$ cat config.mk
export PLATFORM = sky130hd
export DESIGN_NAME = frame_priority_collector
export DESIGN_NICKNAME = d
export VERILOG_FILES = /design/src/rtl/frame_priority_collector.sv
export SDC_FILE = /design/constraint.sdc
export NUM_CORES = 2
export LEC_CHECK = 0
export ABC_AREA = 1
export ABC_CLOCK_PERIOD_IN_PS = 13200
export CAP_MARGIN = 30
export CORE_UTILIZATION = 35
export DETAILED_ROUTE_END_ITERATION = 12
export PLACE_DENSITY = 0.5
export SLEW_MARGIN = 20
export SYNTH_ARGS = -nofsm -noshare
export SYNTH_HDL_FRONTEND = slang
export SYNTH_SLANG_ARGS = --single-unit
export TNS_END_PERCENT = 10
$ cat constraint.sdc
create_clock -name clk -period 13.2 [get_ports clk]
set_clock_uncertainty 0.15 [all_clocks]
set_input_delay 2.64 -clock clk [delete_from_list [all_inputs] [get_ports clk]]
set_output_delay 2.64 -clock clk [all_outputs]
set_load 0.01 [all_outputs]
$ cat src/rtl/frame_priority_collector.sv
// rtl/frame_priority_collector.sv - output-port frame sink with per-priority latency statistics
module frame_priority_collector #(
    parameter int PORT        = 8,
    parameter int PRIORITY    = 4,
    parameter int WIDTH       = 32,
    parameter int PRI_BITS    = 2,
    parameter int PERIOD      = 8,
    parameter int FRAME_BYTES = 64,
    parameter int SPEED       = 10
) (
    input  logic                  clk,
    input  logic                  reset,
    input  logic                  i_valid,
    input  logic [PORT-1:0]       i_src_port,
    input  logic [PRIORITY-1:0]   i_pri,
    input  logic [WIDTH-1:0]      i_data,
    input  logic [WIDTH-1:0]      i_now,
    input  logic [PRI_BITS-1:0]   i_stat_sel,
    output logic                  o_busy,
    output logic                  o_done,
    output logic                  o_err,
    output logic [PORT-1:0]       o_last_src,
    output logic [WIDTH-1:0]      o_collisions,
    output logic [WIDTH-1:0]      o_cnt,
    output logic [WIDTH-1:0]      o_min_delay,
    output logic [WIDTH-1:0]      o_max_delay,
    output logic [2*WIDTH-1:0]    o_tot_delay
);

    // Frame time in clock cycles, rounded up so the wire is never released early.
    localparam int HOLD = (FRAME_BYTES * 8 * SPEED + PERIOD - 1) / PERIOD;
    localparam int CW   = (HOLD > 1) ? $clog2(HOLD) : 1;

    typedef enum logic {
        IDLE = 1'b0,
        RECV = 1'b1
    } state_t;

    state_t                state_q, state_d;
    logic [CW-1:0]         hold_q, hold_d;
    logic                  busy_q, busy_d;
    logic                  done_q, done_d;
    logic                  err_q, err_d;
    logic [PORT-1:0]       last_src_q, last_src_d;
    logic [WIDTH-1:0]      coll_q, coll_d;

    logic [WIDTH-1:0]      cnt_q [PRIORITY];
    logic [WIDTH-1:0]      cnt_d [PRIORITY];
    logic [WIDTH-1:0]      min_q [PRIORITY];
    logic [WIDTH-1:0]      min_d [PRIORITY];
    logic [WIDTH-1:0]      max_q [PRIORITY];
    logic [WIDTH-1:0]      max_d [PRIORITY];
    logic [2*WIDTH-1:0]    tot_q [PRIORITY];
    logic [2*WIDTH-1:0]    tot_d [PRIORITY];

    logic                  frame_ok;
    logic                  accept;
    logic [PRI_BITS-1:0]   pri_idx;
    logic [WIDTH-1:0]      delay;

    assign frame_ok = $onehot(i_src_port) && $onehot(i_pri);
    assign accept   = (state_q == IDLE) && i_valid && frame_ok;
    // Modulo subtraction keeps the delay correct across a timestamp wrap.
    assign delay    = i_now - i_data;

    // Convert the one-hot priority into a statistics index.
    always_comb begin
        pri_idx = '0;
        for (int i = 0; i < PRIORITY; i++) begin
            if (i_pri[i]) begin
                pri_idx = PRI_BITS'(i);
            end
        end
    end

    // Receive FSM: accept or reject in IDLE, count down one frame time in RECV.
    always_comb begin
        state_d    = state_q;
        hold_d     = hold_q;
        busy_d     = busy_q;
        done_d     = 1'b0;
        err_d      = 1'b0;
        last_src_d = last_src_q;
        coll_d     = coll_q;
        case (state_q)
            IDLE: begin
                if (i_valid) begin
                    if (frame_ok) begin
                        state_d    = RECV;
                        hold_d     = CW'(HOLD - 1);
                        busy_d     = 1'b1;
                        last_src_d = i_src_port;
                    end else begin
                        err_d = 1'b1;
                    end
                end
            end
            RECV: begin
                // Anything offered while the wire is occupied is dropped, including the final cycle.
                if (i_valid && (coll_q != '1)) begin
                    coll_d = coll_q + 1'b1;
                end
                if (hold_q == '0) begin
                    state_d = IDLE;
                    busy_d  = 1'b0;
                    done_d  = 1'b1;
                end else begin
                    hold_d = hold_q - 1'b1;
                end
            end
            default: begin
                state_d = IDLE;
                busy_d  = 1'b0;
            end
        endcase
    end

    // Latency statistics for the accepted frame's class.
    always_comb begin
        cnt_d = cnt_q;
        min_d = min_q;
        max_d = max_q;
        tot_d = tot_q;
        if (accept) begin
            if (cnt_q[pri_idx] != '1) begin
                cnt_d[pri_idx] = cnt_q[pri_idx] + 1'b1;
            end
            tot_d[pri_idx] = tot_q[pri_idx] + {{WIDTH{1'b0}}, delay};
            if (delay < min_q[pri_idx]) begin
                min_d[pri_idx] = delay;
            end
            if (delay > max_q[pri_idx]) begin
                max_d[pri_idx] = delay;
            end
        end
    end

    // State and statistics registers; reset also aborts a frame in progress.
    always_ff @(posedge clk) begin
        if (reset) begin
            state_q    <= IDLE;
            hold_q     <= '0;
            busy_q     <= 1'b0;
            done_q     <= 1'b0;
            err_q      <= 1'b0;
            last_src_q <= '0;
            coll_q     <= '0;
            for (int i = 0; i < PRIORITY; i++) begin
                cnt_q[i] <= '0;
                min_q[i] <= '1;
                max_q[i] <= '0;
                tot_q[i] <= '0;
            end
        end else begin
            state_q    <= state_d;
            hold_q     <= hold_d;
            busy_q     <= busy_d;
            done_q     <= done_d;
            err_q      <= err_d;
            last_src_q <= last_src_d;
            coll_q     <= coll_d;
            cnt_q      <= cnt_d;
            min_q      <= min_d;
            max_q      <= max_d;
            tot_q      <= tot_d;
        end
    end

    // Combinational statistics read; a select beyond the class count reads as zero.
    always_comb begin
        o_cnt       = '0;
        o_min_delay = '0;
        o_max_delay = '0;
        o_tot_delay = '0;
        if (32'(i_stat_sel) < 32'(PRIORITY)) begin
            o_cnt       = cnt_q[i_stat_sel];
            o_min_delay = min_q[i_stat_sel];
            o_max_delay = max_q[i_stat_sel];
            o_tot_delay = tot_q[i_stat_sel];
        end
    end

    assign o_busy       = busy_q;
    assign o_done       = done_q;
    assign o_err        = err_q;
    assign o_last_src   = last_src_q;
    assign o_collisions = coll_q;

endmodule

== After elaboration in Yosys (flattened, before gate mapping) ==
Cells that the tools add are included.
Operators by class
  shifts and indexed selects: 0
  magnitude comparators: 5
  add/subtract/negate cells: 15
  mux-type cells: 49
  reductions and logical operators: 15
  divide/modulo/power cells: 0
  multiply operators: 0
  bitwise operators: 4
  equality and inequality tests: 8
Operators with widths (count)
  $mux 32: 13
  $bmux 32 s2: 6
  $bwmux 128: 3
  $mux 64: 5
  $bmux 64 s2: 2
  $bwmux 256: 1
  $demux 64 s2: 1
  $add 32x1->32 const B: 2
  $add 64x32->64: 1
  $demux 32 s2: 1
  $ne 32x32->1 const B: 2
  $gt 32x32->1: 1
  $lt 32x32->1: 1
  $sub 32x32->32: 1
  $mux 10: 3
  $pmux 10 s2: 1
  $add 1x1->2: 6
  $logic_not 10->1: 1
  $sub 10x1->10 const B: 1
  $add 2x2->3: 3
  $mux 1: 9
  $reduce_and 3->1: 3
  $reduce_and 2->1: 4
  $ge 3x3->1 const B: 2
  other kinds (13): 23
Storage, ports and cells
  latch bits: 0
  word-level logic and storage cells: 119
  input port bits: 81
  RAM bits: 0
  flip-flop bits (word level): 694
  ROM bits: 0
  memories: 0

== Depth between registers and ports, before layout ==
  depth in word-level cells: 9
  depth in mapped cells: 33

== Worst setup path before layout ==
OpenSTA, ideal clock, no wires.
  kind: input to register
  start: in i_data[12]
  end: reg min_q[11] (netlist name)
  data required time: 12920 ps
  stages: 26
  slack: 6392 ps
  arrival time: 6529 ps
  cells stage by stage: inv_1 ha_1 buf_6 a21oi_2 o21ai_0 a21oi_1 nand2_1 a21boi_0 o21ai_1 nand2_1 nand2_1 nand2_1 nand2_1 xor2_1 ha_1 nand2_1 inv_1 nand3_1 a31oi_1 a2111oi_0 nand3_1 nor2_2 nand2_1 clkbuf_1 nand2_1 nand3_1
Between the ends
  longest elaborated chain between the ends: 3
RTL lines
  start, declared: line 16  | input logic [WIDTH-1:0] i_data,
  $sub 32x32->32: line 64  | assign delay = i_now - i_data;
  named net delay[27]: line 59  | logic [WIDTH-1:0] delay;
  $lt 32x32->1: line 129  | if (delay < min_q[pri_idx]) begin
  $reduce_and 2->1 (no source line)
  end signal, assigned: line 163  | min_q <= min_d;
  end, declared: line 49  | logic [WIDTH-1:0] min_q [PRIORITY];
The timed path passes the listed nets, and every way through them passes these cells.
A chain may end at the register's enable or synchronous reset.

== Final worst setup path ==
  start: in i_data[9]
  end: reg max_q[60] (netlist name)
Between the ends
  longest elaborated chain between the ends: 3
  elaborated cells on any way between the ends: 4
  those cells by class: add/sub (1); order compare (1); mux (1); reduce/logical (1)
RTL lines
  $sub 32x32->32: line 64
  named net delay[30]: line 59
  $gt 32x32->1: line 132  | if (delay > max_q[pri_idx]) begin
  $reduce_and 2->1 (no source line)
  end signal, assigned: line 164  | max_q <= max_d;
  end, declared: line 51  | logic [WIDTH-1:0] max_q [PRIORITY];
The timed path passes the listed nets, and every way through them passes these cells.

==> run metrics <==
Pleak 0.0209 uW; die outline height 347 um; critical path launch point type input pin; Max Cap Violations 0; width of the die 347 um; area grow syn2layout 16.0%; Hold Vio Cnt, Final 0; Yosys top cell by area dfxtp_1; crit-path max FO 41; maximum VDD drop 0.0000963 V; WL per Instance 20.5 um; CTS clk-pin slew, worst paths 0.06 ns; DRC viols 0; Warnings, synthesis 0; Max Clock Freq 107 MHz; Worst EP arrival 9.76 ns; post-CTS sizing 0; GR Overflow Total 0; Final setup viols 0; Tcrit/Tclk final 70.6%; clk buf depth 3; 1st-pass router iterations 6; Slowest-stage cell, CP nand3_2; CORE AREA 0.118 sq mm; CTS root buf clkbuf_16; Cell Area, Synth 0.0417 sq mm; Pwr Density 121 mW/mm^2; EDFF count, synth 0; Clock power frac 41.2%; share of post-route cells with drive strength above 1 4.69%; slowest stage delay, CP 0.80 ns; vias in the first global route 40500; Hold Crit Start o_busy; Core Rows 126; Total GRT Usage 26.7%; via count 43300; largest cells by area after synthesis dfxtp_1 (33%), nand2_1 (14%), a21oi_1 (8.3%), inv_1 (7.1%), o21ai_0 (5.6%); Least-Margin Pin Slew 1.05 ns; dpl hpwl 104000 um; initial antenna violation count 4; # clock sinks 694; R2R cell count 18; Initial Utilization 35.3%; Crit Path Class in -> reg; status completed; sequential area share after synthesis 33.3%; Pins Over Slew Limit 0; number of I/O port buffers 283; Hold EP o_busy; Hold Path Stages 2; Net Count, Synth 6649; Iter 0 DRT Violations 3694; nets 6703; reg-to-reg critical path startpoint max_q[27]; CTS tree built; Post-DRT Antenna Nets 0; Die Area 0.121 sq mm; slew margin rel. 30.2%; HP Class reg -> reg; ys flop type dfxtp_1; FF-to-FF End max_q[60]; final core occ 41.0%; via/cell ratio 5.36; fin crit period 9.32 ns; Synth Instances 6433; worst skew pair latency 0.67 ns; I/O pins 284; cts hold-fix bufs 0; sequential share of power 36.7%; critical path required time 13.64 ns; R2R setup slack 8.53 ns; synth unique cells 69; cts bufs inserted 86; Routed WL 166000 um; RSZ-0062 raised after global routing false; Async S/R FF share, synth 0%; postcts setup bufs 0; first-pass GRT wire length 250000 um; CP most frequent cell nand2_1; Yosys top cell area share 33.3%; final setup TNS 0 ns; Sw Share 32.9%; Worst setup EP type register; P_sw 1920 uW; average cell area after synthesis 6.48 sq um; fill count 12400; pin count of the biggest net entering global routing 207; Gate power share 22.1%; P_int 3910 uW; #FFs+latches synth 694; H-tree depth 3; gp weighted congestion 0.949
## power by group through the flow
stage          combinational, uW  sequential, uW  clock, uW
5_1_grt                     1400            2150       2530
6_report                    1290            2140       2400
2_1_floorplan                750            2180          0
3_5_place_dp                1270            2190          0
4_1_cts                     1280            2140       2450
3_3_place_gp                1270            2190          0
## metrics by stage
| stage | hold WS [ns] | worst slack [ns] | area (sq um) | total power [uW] | instances |
|---|---|---|---|---|---|
| 6_report | 0.313 | 3.88 | 48400 | 5830 | 8086 |
| 5_1_grt | 0.328 | 3.11 | 48400 | 6070 | 8086 |
| 4_1_cts | 0.314 | 3.99 | 48300 | 5870 | 8083 |
| 3_5_place_dp | 0.305 | 3.28 | 45500 | 3460 | 7933 |
| 3_3_place_gp | 0.304 | 3.53 | 45400 | 3460 | 7929 |
| 2_1_floorplan | 0.290 | 6.39 | 41700 | 2930 | 6433 |
## layout by cell type, fill, tap and decap left out, drive strengths merged, types with 3 or more instances in the layout
cell type	count
nand2	1524
inv	802
a21oi	695
dfxtp	694
nor2	624
o21ai	484
nand3	363
clkdlybuf4s50	279
o22ai	138
clkbuf	130
ha	128
a221oi	101
nand4	80
buf	75
o21a	60
xor2	59
nor3	57
o21bai	37
xnor2	34
a22o	29
o211ai	20
clkinv	19
a31oi	17
nor4	13
a211oi	13
o2111ai	13
nand3b	8
or2	8
fa	7
nor3b	6
a21boi	4
o221ai	4
and3	3
bufinv	3
a31o	3
## area by class of cell
class / instances / area [sq um] / area share, %
sequential: 694 / 13900 / 28.7
timing repair buffer: 355 / 3540 / 7.33
multi-input combinational: 4546 / 23200 / 47.9
clock inverter: 21 / 205 / 0.424
tap: 1536 / 1920 / 3.97
inverter: 804 / 3050 / 6.30
antenna: 1 / 2.50 / 0.00517
clock buffer: 129 / 2600 / 5.37
## critical path: cells and delay by family
family                   cells  cell delay, ns
buffers and inverters        5            1.44
AO/OA/AOI/OAI                3            0.66
AND/OR/NAND/NOR             17            3.63
adder cells (fa/ha/maj)      2            0.88
XOR/XNOR                     1            0.45
## how the worst max path moves through the flow
stage | startpoint | endpoint | slack, ns
CTS | i_data[9] | max_q[34] | 3.99
detailed placement | i_data[9] | max_q[34] | 3.28
finish | i_data[9] | max_q[60] | 3.88
global route | i_data[2] | max_q[50] | 3.11
global placement | i_data[9] | max_q[61] | 3.53
floorplan | i_data[12] | min_q[11] | 6.39
## cells by family (layout without fill, tap and decap cells)
family / Yosys count / in the layout / synth area share, %
DFF: 694 / 694 / 33.3
and+or+nand+nor: 2691 / 2691 / 26.7
xor gates and xnor gates: 93 / 93 / 1.99
other: 0 / 1 / 0
buffers and inverters: 1193 / 1309 / 11.3
AOI/OAI and AO/OA: 1627 / 1627 / 22.5
adders and majority gates: 135 / 135 / 4.18
## per-layer routing
layer / vias to the layer above / GRT usage [%] / wire length, um
li1: 21300 / - / -
met3: 269 / 4.34 / 11500
met2: 1551 / 42.4 / 73200
met5: - / 0 / 0
met4: 0 / 9.87 / 6120
met1: 20200 / 36.0 / 75000
## flip-flops by register name, summed over array words and instances (netlist names)
name / cells
o_err: 1
state_q: 1
tot_q: 256
o_collisions: 32
o_last_src: 8
o_done: 1
o_busy: 1
hold_q: 10
cnt_q: 128
min_q: 128
max_q: 128
## cell usage after synthesis (53+ instances only)
library cell	number
ha_1	128
a21oi_1	690
o22ai_1	138
buf_2	72
nand4_1	79
clkbuf_1	257
nand3_1	357
nand2_1	1510
o21ai_0	468
nor3_1	53
a221oi_1	94
xor2_1	58
dfxtp_1	694
nor2_1	608
inv_1	785
o21a_1	60
No activity file was read; power rests on OpenSTA's default activity.
